## src/rtl/minmax_scan_ctrl.sv

```systemverilog
// Streams a block of signed operands through one shared lessThan comparator and
// tracks the running min/max. Define MINMAX_IDX_EN to add min_idx/max_idx outputs.
//
// state     | meaning
// ----------+-----------------------------------------------------------
// S_IDLE    | waiting for start; results hold their last values
// S_ACCEPT  | in_ready=1, waiting for the next element handshake
// S_CMP_MIN | comparator asks cur < min_out
// S_CMP_MAX | comparator asks max_out < cur
// S_DONE    | one-cycle done pulse, results final
module minmax_scan_ctrl #(
    parameter int WIDTH = 16,
    parameter int CNT_W = 8
) (
    input  logic             clk,
    input  logic             rst_n,
    input  logic             start,
    input  logic [CNT_W-1:0] len,
    input  logic             in_valid,
    input  logic [WIDTH-1:0] in_data,
    output logic             in_ready,
    output logic [WIDTH-1:0] cmp_a,
    output logic [WIDTH-1:0] cmp_b,
    input  logic             cmp_lt,
    output logic             busy,
    output logic             done,
    output logic [WIDTH-1:0] min_out,
`ifdef MINMAX_IDX_EN
    output logic [WIDTH-1:0] max_out,
    output logic [CNT_W-1:0] min_idx,
    output logic [CNT_W-1:0] max_idx
`else
    output logic [WIDTH-1:0] max_out
`endif
);

    typedef enum logic [2:0] {
        S_IDLE    = 3'd0,
        S_ACCEPT  = 3'd1,
        S_CMP_MIN = 3'd2,
        S_CMP_MAX = 3'd3,
        S_DONE    = 3'd4
    } state_t;

    state_t           state_q, state_d;
    logic [CNT_W-1:0] len_q, len_d;
    logic [CNT_W-1:0] cnt_q, cnt_d;
    logic [WIDTH-1:0] cur_q, cur_d;
    logic [WIDTH-1:0] min_q, min_d;
    logic [WIDTH-1:0] max_q, max_d;
`ifdef MINMAX_IDX_EN
    logic [CNT_W-1:0] min_idx_q, min_idx_d;
    logic [CNT_W-1:0] max_idx_q, max_idx_d;
`endif

    logic hs;

    assign hs = in_valid && (state_q == S_ACCEPT);

    // State register
    always_ff @(posedge clk or negedge rst_n) begin
        if (!rst_n) begin
            state_q <= S_IDLE;
        end else begin
            state_q <= state_d;
        end
    end

    // Next-state logic
    always_comb begin
        state_d = state_q;
        case (state_q)
            S_IDLE: begin
                if (start) begin
                    state_d = (len != '0) ? S_ACCEPT : S_DONE;
                end
            end
            S_ACCEPT: begin
                if (hs) begin
                    if (cnt_q == '0) begin
                        state_d = (len_q == CNT_W'(1)) ? S_DONE : S_ACCEPT;
                    end else begin
                        state_d = S_CMP_MIN;
                    end
                end
            end
            S_CMP_MIN: state_d = S_CMP_MAX;
            S_CMP_MAX: state_d = (cnt_q == len_q) ? S_DONE : S_ACCEPT;
            S_DONE:    state_d = S_IDLE;
            default:   state_d = S_IDLE;
        endcase
    end

    // Output logic
    always_comb begin
        in_ready = 1'b0;
        busy     = 1'b1;
        done     = 1'b0;
        cmp_a    = '0;
        cmp_b    = '0;
        case (state_q)
            S_IDLE:   busy = 1'b0;
            S_ACCEPT: in_ready = 1'b1;
            S_CMP_MIN: begin
                cmp_a = cur_q;
                cmp_b = min_q;
            end
            S_CMP_MAX: begin
                cmp_a = max_q;
                cmp_b = cur_q;
            end
            S_DONE:   done = 1'b1;
            default:  busy = 1'b0;
        endcase
    end

    // Datapath next values; min/max only change on a first-element load,
    // a winning compare, or a zero-length scan.
    always_comb begin
        len_d = len_q;
        cnt_d = cnt_q;
        cur_d = cur_q;
        min_d = min_q;
        max_d = max_q;
`ifdef MINMAX_IDX_EN
        min_idx_d = min_idx_q;
        max_idx_d = max_idx_q;
`endif
        case (state_q)
            S_IDLE: begin
                if (start) begin
                    if (len != '0) begin
                        len_d = len;
                        cnt_d = '0;
                    end else begin
                        min_d = '0;
                        max_d = '0;
`ifdef MINMAX_IDX_EN
                        min_idx_d = '0;
                        max_idx_d = '0;
`endif
                    end
                end
            end
            S_ACCEPT: begin
                if (hs) begin
                    cur_d = in_data;
                    cnt_d = cnt_q + CNT_W'(1);
                    if (cnt_q == '0) begin
                        min_d = in_data;
                        max_d = in_data;
`ifdef MINMAX_IDX_EN
                        min_idx_d = '0;
                        max_idx_d = '0;
`endif
                    end
                end
            end
            S_CMP_MIN: begin
                if (cmp_lt) begin
                    min_d = cur_q;
`ifdef MINMAX_IDX_EN
                    min_idx_d = cnt_q - CNT_W'(1);
`endif
                end
            end
            S_CMP_MAX: begin
                if (cmp_lt) begin
                    max_d = cur_q;
`ifdef MINMAX_IDX_EN
                    max_idx_d = cnt_q - CNT_W'(1);
`endif
                end
            end
            default: ;
        endcase
    end

    always_ff @(posedge clk or negedge rst_n) begin
        if (!rst_n) begin
            len_q <= '0;
            cnt_q <= '0;
            cur_q <= '0;
            min_q <= '0;
            max_q <= '0;
`ifdef MINMAX_IDX_EN
            min_idx_q <= '0;
            max_idx_q <= '0;
`endif
        end else begin
            len_q <= len_d;
            cnt_q <= cnt_d;
            cur_q <= cur_d;
            min_q <= min_d;
            max_q <= max_d;
`ifdef MINMAX_IDX_EN
            min_idx_q <= min_idx_d;
            max_idx_q <= max_idx_d;
`endif
        end
    end

    assign min_out = min_q;
    assign max_out = max_q;
`ifdef MINMAX_IDX_EN
    assign min_idx = min_idx_q;
    assign max_idx = max_idx_q;
`endif

endmodule
```

## config.mk

```make
export PLATFORM = sky130hd
export DESIGN_NAME = minmax_scan_ctrl
export DESIGN_NICKNAME = d
export VERILOG_FILES = /design/src/rtl/minmax_scan_ctrl.sv
export SDC_FILE = /design/constraint.sdc
export NUM_CORES = 1
export LEC_CHECK = 0
export ABC_CLOCK_PERIOD_IN_PS = 2400
export CORE_MARGIN = 10
export CORE_UTILIZATION = 49
export DETAILED_ROUTE_END_ITERATION = 8
export GPL_ROUTABILITY_DRIVEN = 0
export GPL_TIMING_DRIVEN = 0
export PLACE_DENSITY_LB_ADDON = 0.1
export SYNTH_ARGS = -nofsm -noshare
export SYNTH_HDL_FRONTEND = slang
export SYNTH_SLANG_ARGS = --single-unit
export TNS_END_PERCENT = 5
```

## constraint.sdc

```tcl
create_clock -name clk -period 2.4 [get_ports clk]
set_input_delay 0.36 -clock clk [delete_from_list [all_inputs] [get_ports clk]]
set_output_delay 0.36 -clock clk [all_outputs]
set_load 0.05 [all_outputs]
```

# Yosys cells after proc, flatten, opt, wreduce, memory -nomap -nowiden
# Index checks and enable logic that the tools add are counted.
dict set report classes {
  n_addsub 1
  n_eq_ne 13
  mux 23
  reduce_logical 14
}
# op count
set op_table {}
lappend op_table {{16-bit case mux with 3 select lines} 2}
lappend op_table {{16-bit 2-to-1 mux} 5}
lappend op_table {{16-bit case mux with 2 select lines} 2}
lappend op_table {{8-bit 2-to-1 mux} 3}
lappend op_table {{3-bit 2-to-1 mux} 6}
lappend op_table {{8-bit case mux with 2 select lines} 1}
lappend op_table {{2-bit != test, second input constant} 6}
lappend op_table {{3-bit case mux with 4 select lines} 1}
lappend op_table {{6-bit AND reduction} 2}
lappend op_table {{8-bit by 1-bit adder with 8-bit output, second input constant} 1}
lappend op_table {{8-bit by 1-bit == test with 1-bit output, second input constant} 1}
lappend op_table {{8-bit == test} 1}
lappend op_table {{8-bit zero test} 1}
lappend op_table {{8-bit nonzero test} 1}
lappend op_table {{3-bit by 2-bit == test with 1-bit output, second input constant} 2}
lappend op_table {{3-bit nonzero test} 2}
lappend op_table {{2-bit AND reduction} 2}
lappend op_table {{4-bit AND reduction} 1}
lappend op_table {{4-bit OR reduction} 1}
lappend op_table {{3-bit by 1-bit == test with 1-bit output, second input constant} 1}
lappend op_table {{3-bit == test, second input constant} 1}
lappend op_table {{3-bit zero test} 1}
lappend op_table {{1-bit 2-to-1 mux} 3}
lappend op_table {{3-bit AND reduction} 1}
lappend op_table {{other kinds (3)} 3}
dict set report totals {
  regBits 67
  input_bits 29
}

# Depth between registers and ports, before layout
dict set report logic_depth {
  word_depth 5
  ltp_mapped 7
  ltp_nobuf 6
}

# Worst setup path after synthesis
# OpenSTA, ideal clock, no wires.
dict set report synth_path {
  path_kind {register to output}
  start {reg state_q[2]}
  end {out cmp_a[10]}
  arrival_time_ns 1.934
  required_time_ns 2.040
  path_slack_ns 0.106
  path_stages_with_launch 6
  path_buffers 3
  path_cell_list {dfrtp_1 -> clkbuf_8 -> nor3_1 -> clkbuf_1 -> clkbuf_1 -> a22o_1}
}
dict set report synth_between {
  elab_chain_cells 2
}
# element line
set synth_lines {}
lappend synth_lines {{start: declaration} 45} ;# state_t state_q, state_d;
lappend synth_lines {{start signal: assignment} 65} ;# state_q <= state_d;
lappend synth_lines {{3-bit by 2-bit == test with 1-bit output} 101} ;# case (state_q)
lappend synth_lines {{16-bit case mux with 2 select lines *} 101}
lappend synth_lines {{end: declaration} 22} ;# output logic [WIDTH-1:0] cmp_a,
# Every way passes the cells marked *; elsewhere a longest branch is shown, timed or not.

# Worst setup path after layout
dict set report layout_path {
  start {reg state_q[1]}
  end {out cmp_a[3]}
}
# Same word-level chain as after synthesis.

==> results.toml <==
[outcome]
status = "completed"

[power]
power_switching_share_pct = 45.0
pwr-share-clk_pct = 13.0
leakage_uw = 0.00237
ir_worst_vdd_uv = 831
intPower_uw = 4200
switching_power_uw = 3430
power.density_mw_per_mm2 = 1460
pwr-share-seq_pct = 27.2
comb_power_share_pct = 59.8

[die]
core_area_mm2 = 0.00737
rows = 31
io_pins = 96
die_w_um = 108
initial_core_util_pct = 51.0
dieArea_mm2 = 0.0116
die_h_um = 108

[detailed_routing]
drt-initial-drc-count = 166
drc = 0
wl_per_cell_um = 20.2
vias = 2938
ant_nets = 0
via_per_inst = 5.70
dr.pass1.iters = 4
wirelength_um = 10400

[worst_hold_path]
hold_class = "input pin to asynchronous set/reset pin"

[clock_tree]
path_clk_slew_ps = 70
cts_max_level = 3
cts_hold_buf = 0
cts_tree = "done"
cts_made_buffers = 9
cts_sinks = 67
cts_buffer_depth = 2
clk_latency_ps = 340
clockRootBuffer = "clkbuf_8"

[placement]
pre_cts_ws_ps = -1050
dp_hpwl_um = 7420
placed_area_mm2 = 0.00483
placement.io_buffers = 95

[synth]
syn_nets = 330
synth_edf_count = 0
ys_ff_latch = 67
synthArstFlopShare_pct = 100
syn-cell-area_mm2 = 0.00375
syn_avg_cell_area_um2 = 12.6
yosysWarnings = 0
netlist_instances = 299
synth_cell_types = 44
yosysSeqAreaShare_pct = 44.7
ys.flop_type = "dfrtp_1"

[timing]
setup_viol = 0
min_period_ps = 2360
hold_viol = 0
whs_ps = 120
slew_violations = 0
clock.fmax_ghz = 0.424
fin_skew_ps = 10.2
period_share_pct = 98.2
relSlewSlack_pct = 42.8
fin_tns_setup_ps = 0
rsz0062_at_grt = "true"
worstMarginPinSlew_ps = 858
worst_slack_ps = 42.2

[global_routing]
grt_pass1_vias = 3157
grt_overflow = 0
antenna_found_initial = 0
grt_first_pass_wirelength_um = 16600
grt_max_degree = 68
track_usage_pct = 17.8

[worst_setup_path]
worstPathArrival_ps = 2000
cp_max_fo = 10
required_ps = 2040
worstSetupPathType = "flip-flop to output port"
worstSetupEndpointType = "output port"
start_kind = "flip-flop"

[layout]
nets = 442
diodes = 0
final_area_mm2 = 0.00523
layout-drive-gt1-share_pct = 35.6
fin_util_pct = 70.9
area_delta_synth_final_pct = 39.2

[run]
maxCapViolCount = 0
## routing by layer
layer	part of all wire, %	vias to the layer above	track usage [%]
met4	1.3	0	7.25
li1	-	1382	-
met5	0	-	0
met3	7.1	9	4.25
met2	47	99	28.4
met1	44	1448	22.6
## metrics by stage
step                cells  total power (µW)
finish                515              7630
detailed placement    493              6500
CTS                   511              7530
global route          515              8010
floorplan             299              5200
global placement      493              6420
## cell usage after synthesis, drive strengths merged (2+ instances only)
library cell / n / area share (%)
dfrtp: 67 / 45
a22o: 65 / 15
mux2: 58 / 19
clkbuf: 15 / 2.6
buf: 9 / 1.5
xor2: 8 / 1.9
a21boi: 5 / 1.0
inv: 5 / 0.50
nand2: 5 / 0.50
nand3: 5 / 1.3
nor2: 5 / 0.50
nor4: 5 / 0.83
a21oi: 4 / 0.53
or4: 4 / 0.90
and2: 3 / 0.50
nor3b: 3 / 0.60
nor4b: 3 / 0.70
o31ai: 3 / 0.60
or3: 3 / 0.53
ha: 2 / 0.67
mux2i: 2 / 0.53
nand2b: 2 / 0.33
nand4: 2 / 0.33
nor3: 2 / 0.27
## layout make-up
cell class / instances / area (µm²)
timing repair buffer: 101 / 1010
fill: 548 / 2140
inverter: 5 / 22.5
multi-input combinational: 203 / 1940
clock inverter: 4 / 47.5
buffer: 24 / 238
sequential: 67 / 1680
tap: 99 / 124
clock buffer: 12 / 165
## layout by cell type (no fill, tap or decap), types with 4 or more instances in the layout
| cell type | synthesis | routed |
|---|---|---|
| a21boi_0 | 5 | 5 |
| a21oi_1 | 4 | 4 |
| a22o_1 | 65 | 65 |
| buf_2 | 7 | 6 |
| buf_4 | 0 | 10 |
| buf_6 | 2 | 30 |
| buf_8 | 0 | 5 |
| clkbuf_1 | 11 | 5 |
| clkbuf_8 | 4 | 18 |
| clkdlybuf4s50_1 | 0 | 59 |
| dfrtp_1 | 67 | 67 |
| inv_1 | 5 | 4 |
| mux2_2 | 38 | 38 |
| mux2_4 | 20 | 20 |
| nand2_1 | 5 | 5 |
| nor2_1 | 5 | 5 |
| xor2_1 | 8 | 8 |
## registers in the layout (all words and copies together), names as in the netlist
register	flops
cnt_q	8
state_q	3
max_out	16
min_out	16
cur_q	16
len_q	8
## kinds of logic after synthesis
group / count (synthesis) / share of synthesized area, %
DFF: 67 / 44.7
buffers and inverters: 29 / 4.60
adders and majority gates: 2 / 0.666
and+or+nand+nor: 46 / 8.43
xor gates and xnor gates: 9 / 2.10
AOI/OAI and AO/OA: 86 / 19.6
muxes: 60 / 19.9
## path summary, 6_finish.rpt
kind                       slack (ps)     endpoint       start  depth (start not counted)
max reg2reg                       240   min_out[8]    cnt_q[2]                          5
max                                40     cmp_a[3]  state_q[1]                          7
max in group asynchronous        1710     cnt_q[1]       rst_n                          1
min reg2reg                       540   min_out[2]  min_out[2]                          1
min                               120  max_out[10]       rst_n                          1
min in group clk                  540   min_out[2]  min_out[2]                          1
## critical path, stage by stage (launching register included)
cell and delay [ps]:
dfrtp_1 380, buf_8 140, clkinvlp_4 160, nor3b_4 270
buf_6 180, buf_8 150, a22o_1 190, buf_6 170
## power by group through the flow
stage	Clock [µW]	Combinational (µW)	Sequential [µW]
after floorplan	0	2510	2690
after detailed placement	0	4410	2090
after CTS	1010	4460	2070
after global placement	0	4360	2060
final	989	4560	2070
after global routing	1050	4810	2150
## repair_timing
item / 4_1_cts / 5_1_grt
endpoints found under the setup margin: 33 / 59
endpoints found under the hold margin: 0 / 0
pin swaps: 2 / 6
gates resized for setup: 214 / 50
buffers inserted: 2 / 4
No activity file was read; power rests on OpenSTA's default activity.
